$ cat config.mk
export PLATFORM = sky130hd
export DESIGN_NAME = pwm_capture
export DESIGN_NICKNAME = d
export VERILOG_FILES = /design/src/rtl/pwm_capture_pkg.sv /design/src/rtl/pwm_div_restoring.sv /design/src/rtl/pwm_capture.sv
export SDC_FILE = /design/constraint.sdc
export NUM_CORES = 1
export LEC_CHECK = 0
export BUFFER_PORTS_ARGS = -buffer_cell sky130_fd_sc_hd__buf_2
export CELL_PAD_IN_SITES_DETAIL_PLACEMENT = 0
export CELL_PAD_IN_SITES_GLOBAL_PLACEMENT = 2
export CORE_ASPECT_RATIO = 1.75
export CORE_MARGIN = 5
export CORE_UTILIZATION = 40
export CTS_CLUSTER_DIAMETER = 60
export DETAILED_ROUTE_END_ITERATION = 6
export GPL_TIMING_DRIVEN = 0
export PLACE_DENSITY = 0.81
export SYNTH_ARGS = -nofsm -noshare
export SYNTH_HDL_FRONTEND = slang
export SYNTH_SLANG_ARGS = --single-unit
$ cat constraint.sdc
create_clock -name clk -period 3.7 [get_ports clk]
set_clock_uncertainty 0.05 [all_clocks]
set_input_delay 0.185 -clock clk [delete_from_list [all_inputs] [get_ports clk]]
set_output_delay 0.185 -clock clk [all_outputs]
set_load 0.02 [all_outputs]
$ cat src/rtl/pwm_capture_pkg.sv
// Constants shared by the PWM capture block and its divider: result width,
// divide length and the FSM encodings also used by the PWM generator.
package pwm_capture_pkg;

  localparam int unsigned DUTY_W    = 8;
  localparam int unsigned DIV_STEPS = 8;
  localparam int unsigned STEP_W    = 3;
  localparam int unsigned ST_W      = 2;

  localparam logic [ST_W-1:0] ST_IDLE    = 2'd0;
  localparam logic [ST_W-1:0] ST_ARMED   = 2'd1;
  localparam logic [ST_W-1:0] ST_MEASURE = 2'd2;

  localparam logic [DUTY_W-1:0] DUTY_FULL = '1;

endpackage

$ cat src/rtl/pwm_div_restoring.sv
// 8-step restoring divider: q = floor(num * 256 / den), valid only for num < den.
// done_c/q_c flag the final iteration so the caller can register the result directly.
module pwm_div_restoring
  import pwm_capture_pkg::*;
#(
  parameter int unsigned CNT_W = 24
) (
  input  logic              clk,
  input  logic              rst,
  input  logic              start,
  input  logic              abort,
  input  logic [CNT_W-1:0]  num,
  input  logic [CNT_W-1:0]  den,
  output logic [DUTY_W-1:0] q_c,
  output logic              done_c,
  output logic              busy
);

  logic [CNT_W-1:0]  r_rem;
  logic [CNT_W-1:0]  r_den;
  logic [DUTY_W-2:0] r_q;
  logic [STEP_W-1:0] r_step;
  logic              r_busy;

  logic [CNT_W:0]    w_shift;
  logic              w_ge;
  logic [CNT_W-1:0]  w_rem_nxt;

  // rem < den is invariant, so the restored remainder always fits CNT_W bits
  always_comb begin
    w_shift   = {r_rem, 1'b0};
    w_ge      = (w_shift >= {1'b0, r_den});
    w_rem_nxt = w_ge ? (w_shift[CNT_W-1:0] - r_den) : w_shift[CNT_W-1:0];
    q_c       = {r_q, w_ge};
    done_c    = r_busy && (r_step == STEP_W'(DIV_STEPS - 1));
  end

  always_ff @(posedge clk or negedge rst) begin
    if (!rst) begin
      r_rem  <= '0;
      r_den  <= '0;
      r_q    <= '0;
      r_step <= '0;
      r_busy <= 1'b0;
    end else if (abort) begin
      r_busy <= 1'b0;
    end else if (start && !r_busy) begin
      r_rem  <= num;
      r_den  <= den;
      r_q    <= '0;
      r_step <= '0;
      r_busy <= 1'b1;
    end else if (r_busy) begin
      r_rem  <= w_rem_nxt;
      r_q    <= q_c[DUTY_W-2:0];
      r_step <= r_step + STEP_W'(1);
      if (done_c) begin
        r_busy <= 1'b0;
      end
    end
  end

  assign busy = r_busy;

endmodule

$ cat src/rtl/pwm_capture.sv
// Measures an external PWM waveform: period and high time in clk cycles between
// successive rising edges, then duty = floor(high*256/period) via a sequential divider.
module pwm_capture
  import pwm_capture_pkg::*;
#(
  parameter int unsigned CNT_W          = 24,
  parameter int unsigned TIMEOUT_CYCLES = 1_200_000
) (
  input  logic              clk,
  input  logic              rst,
  input  logic              enable,
  input  logic              pwm_in,
  output logic [DUTY_W-1:0] dutyCycle,
  output logic [CNT_W-1:0]  period,
  output logic              valid,
  output logic              timeout,
  output logic              overrun
);

  localparam logic [CNT_W-1:0] CNT_MAX = '1;
  localparam logic [CNT_W-1:0] TO_LAST = CNT_W'(TIMEOUT_CYCLES - 1);
  localparam logic [CNT_W-1:0] TO_FULL = CNT_W'(TIMEOUT_CYCLES);

  logic r_sync1, r_sync2, r_level, r_rise, r_fall;
  logic [ST_W-1:0]   r_state, w_state_nxt;
  logic [CNT_W-1:0]  r_per_cnt, r_high_cnt, r_idle_cnt, r_per_lat;
  logic [DUTY_W-1:0] r_duty;
  logic [CNT_W-1:0]  r_period;
  logic              r_valid, r_timeout, r_overrun;

  logic              w_to_hit, w_measuring, w_take, w_drop, w_abort;
  logic [DUTY_W-1:0] w_q;
  logic              w_done, w_busy;

  // Synchroniser plus registered edge pulses; r_level is the level aligned with them
  always_ff @(posedge clk or negedge rst) begin
    if (!rst) begin
      r_sync1 <= 1'b0;
      r_sync2 <= 1'b0;
      r_level <= 1'b0;
      r_rise  <= 1'b0;
      r_fall  <= 1'b0;
    end else begin
      r_sync1 <= pwm_in;
      r_sync2 <= r_sync1;
      r_level <= r_sync2;
      r_rise  <= r_sync2 & ~r_level;
      r_fall  <= ~r_sync2 & r_level;
    end
  end

  always_comb begin
    w_to_hit    = enable & ~r_rise & ~r_fall & (r_idle_cnt == TO_LAST);
    w_measuring = (r_state != ST_IDLE);
    w_take      = enable & r_rise & w_measuring & ~w_busy;
    w_drop      = enable & r_rise & w_measuring & w_busy;
    w_abort     = ~enable | w_to_hit;
  end

  always_ff @(posedge clk or negedge rst) begin
    if (!rst) r_state <= ST_IDLE;
    else      r_state <= w_state_nxt;
  end

  // First rise only arms; every later rise closes a period
  always_comb begin
    w_state_nxt = r_state;
    if (!enable || w_to_hit) begin
      w_state_nxt = ST_IDLE;
    end else if (r_rise) begin
      case (r_state)
        ST_IDLE:    w_state_nxt = ST_ARMED;
        ST_ARMED:   w_state_nxt = ST_MEASURE;
        ST_MEASURE: w_state_nxt = ST_MEASURE;
        default:    w_state_nxt = ST_IDLE;
      endcase
    end
  end

  always_ff @(posedge clk or negedge rst) begin
    if (!rst) begin
      r_per_cnt  <= '0;
      r_high_cnt <= '0;
      r_idle_cnt <= '0;
      r_per_lat  <= '0;
    end else if (!enable) begin
      r_per_cnt  <= '0;
      r_high_cnt <= '0;
      r_idle_cnt <= '0;
    end else begin
      if (r_rise) begin
        r_per_cnt  <= CNT_W'(1);
        r_high_cnt <= CNT_W'(1);
      end else begin
        if (r_per_cnt != CNT_MAX)              r_per_cnt  <= r_per_cnt + CNT_W'(1);
        if (r_level && r_high_cnt != CNT_MAX)  r_high_cnt <= r_high_cnt + CNT_W'(1);
      end
      if (r_rise || r_fall)          r_idle_cnt <= '0;
      else if (r_idle_cnt != TO_FULL) r_idle_cnt <= r_idle_cnt + CNT_W'(1);
      if (w_take) r_per_lat <= r_per_cnt;
    end
  end

  pwm_div_restoring #(
    .CNT_W (CNT_W)
  ) u_div (
    .clk    (clk),
    .rst    (rst),
    .start  (w_take),
    .abort  (w_abort),
    .num    (r_high_cnt),
    .den    (r_per_cnt),
    .q_c    (w_q),
    .done_c (w_done),
    .busy   (w_busy)
  );

  // A static input overrides a divide finishing in the same cycle
  always_ff @(posedge clk or negedge rst) begin
    if (!rst) begin
      r_duty    <= '0;
      r_period  <= '0;
      r_valid   <= 1'b0;
      r_timeout <= 1'b0;
      r_overrun <= 1'b0;
    end else begin
      r_valid   <= 1'b0;
      r_overrun <= 1'b0;
      if (!enable) begin
        r_timeout <= 1'b0;
      end else if (w_to_hit) begin
        r_duty    <= r_level ? DUTY_FULL : '0;
        r_period  <= '0;
        r_valid   <= 1'b1;
        r_timeout <= 1'b1;
      end else begin
        if (w_done) begin
          r_duty   <= w_q;
          r_period <= r_per_lat;
          r_valid  <= 1'b1;
        end
        if (r_rise) r_timeout <= 1'b0;
        if (w_drop) r_overrun <= 1'b1;
      end
    end
  end

  assign dutyCycle = r_duty;
  assign period    = r_period;
  assign valid     = r_valid;
  assign timeout   = r_timeout;
  assign overrun   = r_overrun;

endmodule

==> flow_metrics.env <==
export IMPL_n_antenna_cell=0
export IMPL_max_freq_mhz=312
export IMPL_ff_latch_area_mm2=0.00493
export IMPL_crit_path_end_kind="flip-flop"
export IMPL_start_util_pct=40.6
export IMPL_dp_slack_ps=460
export IMPL_worstHoldPathCells=2
export IMPL_track_usage_pct=19.9
export IMPL_synth_flop_cell="dfrtp_1"
export IMPL_drv_cap=0
export IMPL_vias=7757
export IMPL_ir_worst_vdd_mv=0.470
export IMPL_clock_latency_ps=460
export IMPL_viasPerCell=5.36
export IMPL_grt_max_degree=113
export IMPL_pwr_density_cell_mw_per_mm2=696
export IMPL_cts_path_max_buffers=2
export IMPL_synth_avg_cell_area_um2=9.43
export IMPL_syn_inst=1062
export IMPL_fin_util_pct=45.7
export IMPL_start_kind="flip-flop"
export IMPL_die_w_um=130
export IMPL_rows=76
export IMPL_drt_iter0_drc=395
export IMPL_numCtsBuffers=17
export IMPL_cts_clk_slew_worst_paths_ps=80
export IMPL_netlist_area_mm2=0.0100
export IMPL_status="complete, no violations"
export IMPL_die_area_mm2=0.0284
export IMPL_finalHoldWorstSlack_ps=152
export IMPL_crit_type="flip-flop to flip-flop"
export IMPL_worstPathCellList="ha_1 > buf_2 > a21oi_1 > o21ai_0 > o21bai_1 > o21a_2 > nor3_4 > or2_4 > buf_6 > mux2i_1 > o21ai_1"
export IMPL_core_area_mm2=0.0246
export IMPL_use_met2_pct=38.4
export IMPL_dp_hpwl_um=20800
export IMPL_cts_tree="yes"
export IMPL_gp_congestion=0.884
export IMPL_io_buffers=37
export IMPL_globalRoute_totalOverflow=0
export IMPL_worst_path_max_delay_cell="nor3_4"
export IMPL_rsz0062_at_grt="no"
export IMPL_finalCritPeriodShare_pct=86.6
export IMPL_hp_class="input pin to flip-flop"
export IMPL_yosysWarnings=0
export IMPL_cp_data_arrival_time_ps=3490
export IMPL_ys_types=71
export IMPL_ys_ff_latch=197
export IMPL_drc=0
export IMPL_cts_resized=0
export IMPL_synth_edf_count=0
export IMPL_rr_worst_depth=11
export IMPL_ant_nets=0
export IMPL_drive_above_1_share_pct=9.08
export IMPL_first_pass_iters=4
export IMPL_final_common_cell="dfrtp_1"
export IMPL_layout_nets=1158
export IMPL_fillers=2413
export IMPL_post_cts_setup_buffers=0
export IMPL_hold_viol_final=0
export IMPL_slowest_delay_ps=480
export IMPL_ys_top_cells_by_area="dfrtp_1, nand2_1, ha_1"
export IMPL_yosysTopAreaCell="dfrtp_1"
export IMPL_final_setup_tns_ps=0
export IMPL_htree_num_levels=4
export IMPL_grt_busiest_layer="met2"
export IMPL_antenna_found_initial=0
export IMPL_maxSlewViolCount=0
export IMPL_multi_input_area_mm2=0.00468
export IMPL_use_met1_pct=20.6
export IMPL_leakagePower_uw=0.00520
export IMPL_setup_ws_ps=497
export IMPL_fin_crit_ps=3200
export IMPL_syn_to_final_growth_pct=12.5
export IMPL_fp_dieH_um=219
export IMPL_grt_pass1_vias=7901
export IMPL_use_met3_pct=2.83
export IMPL_routed_wl_um=27200
export IMPL_p_total_uw=7830
export IMPL_cts_root_buf="clkbuf_16"
export IMPL_maxSlewHeadroom_pct=36.8
export IMPL_io_pins=39
export IMPL_setup_viol=0
export IMPL_grt_pass1_wl_um=42900
export IMPL_syn_nets=1099
export IMPL_synth_seq_area_share_pct=49.2
export IMPL_critical_path_required_ps=3990
export IMPL_avgRoutedWirePerCell_um=18.8
export IMPL_cts_sinks=197
export IMPL_layout_common_cells="dfrtp_1, nand2_1, nor2_1, o21ai_0, a21oi_1"
export IMPL_ys_async_sr_fraction_pct=100
export IMPL_crit_fanout=10
export IMPL_worstMarginPinSlew_ps=946
export IMPL_synth_top_area_share_pct=49.2
state kept, by name (all words and copies together), names as in the netlist, 7 cells and up:
signal       flops
r_per_cnt       24
r_idle_cnt      24
period          24
u_div.r_den     24
dutyCycle        8
u_div.r_rem     24
u_div.r_q        7
r_per_lat       24
r_high_cnt      24
stage by stage:
step                      cells  cell area (um2)
final                      1446            11300
after floorplan            1062            10000
after detailed placement   1412            10600
after global routing       1446            11300
after CTS                  1446            11300
after global placement     1411            10600
per-layer routing:
metal	up-vias	wire length, um
met1	3759	10300
met4	0	969
met5	-	0
li1	3812	-
met2	129	15300
met3	57	585
Yosys cell counts (6+ instances only):
library cell / n
ha_1: 32
and4_1: 9
inv_1: 47
xnor2_1: 34
xor2_1: 31
a22o_1: 25
a22oi_1: 19
and3_1: 13
clkbuf_1: 30
nor3_1: 18
nand4_1: 17
a21oi_1: 48
buf_2: 11
dfrtp_1: 197
nor2b_1: 7
o21ai_0: 80
nand2_1: 155
nand3_1: 41
o21ai_1: 13
a21o_1: 10
a211oi_1: 6
mux2i_1: 19
nor2_1: 95
or3_1: 18
a31oi_1: 6
cells by family after synthesis:
kind of cell / count (synthesis) / synth area share [%]
mux: 19 / 1.90
fa+ha+maj: 33 / 4.20
xor+xnor: 65 / 5.69
compound gates: 248 / 15.9
buf+inv: 97 / 4.02
flops: 197 / 49.2
simple gates: 403 / 19.0
report_power, final:
| part | switching [uW] | internal (uW) | total [uW] |
|---|---|---|---|
| combinational | 1930 | 1300 | 3230 |
| clock | 882 | 1100 | 1980 |
| sequential | 205 | 2420 | 2630 |
worst paths after layout:
| check | to | slack [ps] | startpoint |
|---|---|---|---|
| max reg2reg | u_div.r_rem[17] | 500 | u_div.r_rem[9] |
| min in group asynchronous | period[7] | 250 | rst |
| min reg2reg | r_sync2 | 300 | r_sync1 |
| min | r_per_cnt[0] | 150 | enable |
| max in group asynchronous | r_idle_cnt[3] | 2340 | rst |
| max | u_div.r_rem[17] | 500 | u_div.r_rem[9] |
worst max-delay path, delay by kind of cell, from the launching register on:
family                     cells  cell delay, ps
AOI/OAI and AO/OA              5             970
adders and majority gates      1             290
buffers and inverters          2             330
DFF                            1             440
muxes                          1             290
and+or+nand+nor                2             720
final cells by class:
class | count | share of cell area, %
multi-input combinational | 768 | 41.5
sequential | 197 | 43.8
clock buffer | 20 | 3.97
timing repair buffer | 40 | 2.16
tap | 312 | 3.47
buffer | 50 | 2.01
clock inverter | 12 | 1.51
inverter | 47 | 1.57
what timing repair did:
action / CTS / global route
endpoints found under the hold margin: 86 / 0
hold buffers: 2 / 0
endpoints found under the setup margin: 0 / 0
No activity file was read; power rests on OpenSTA's default activity.
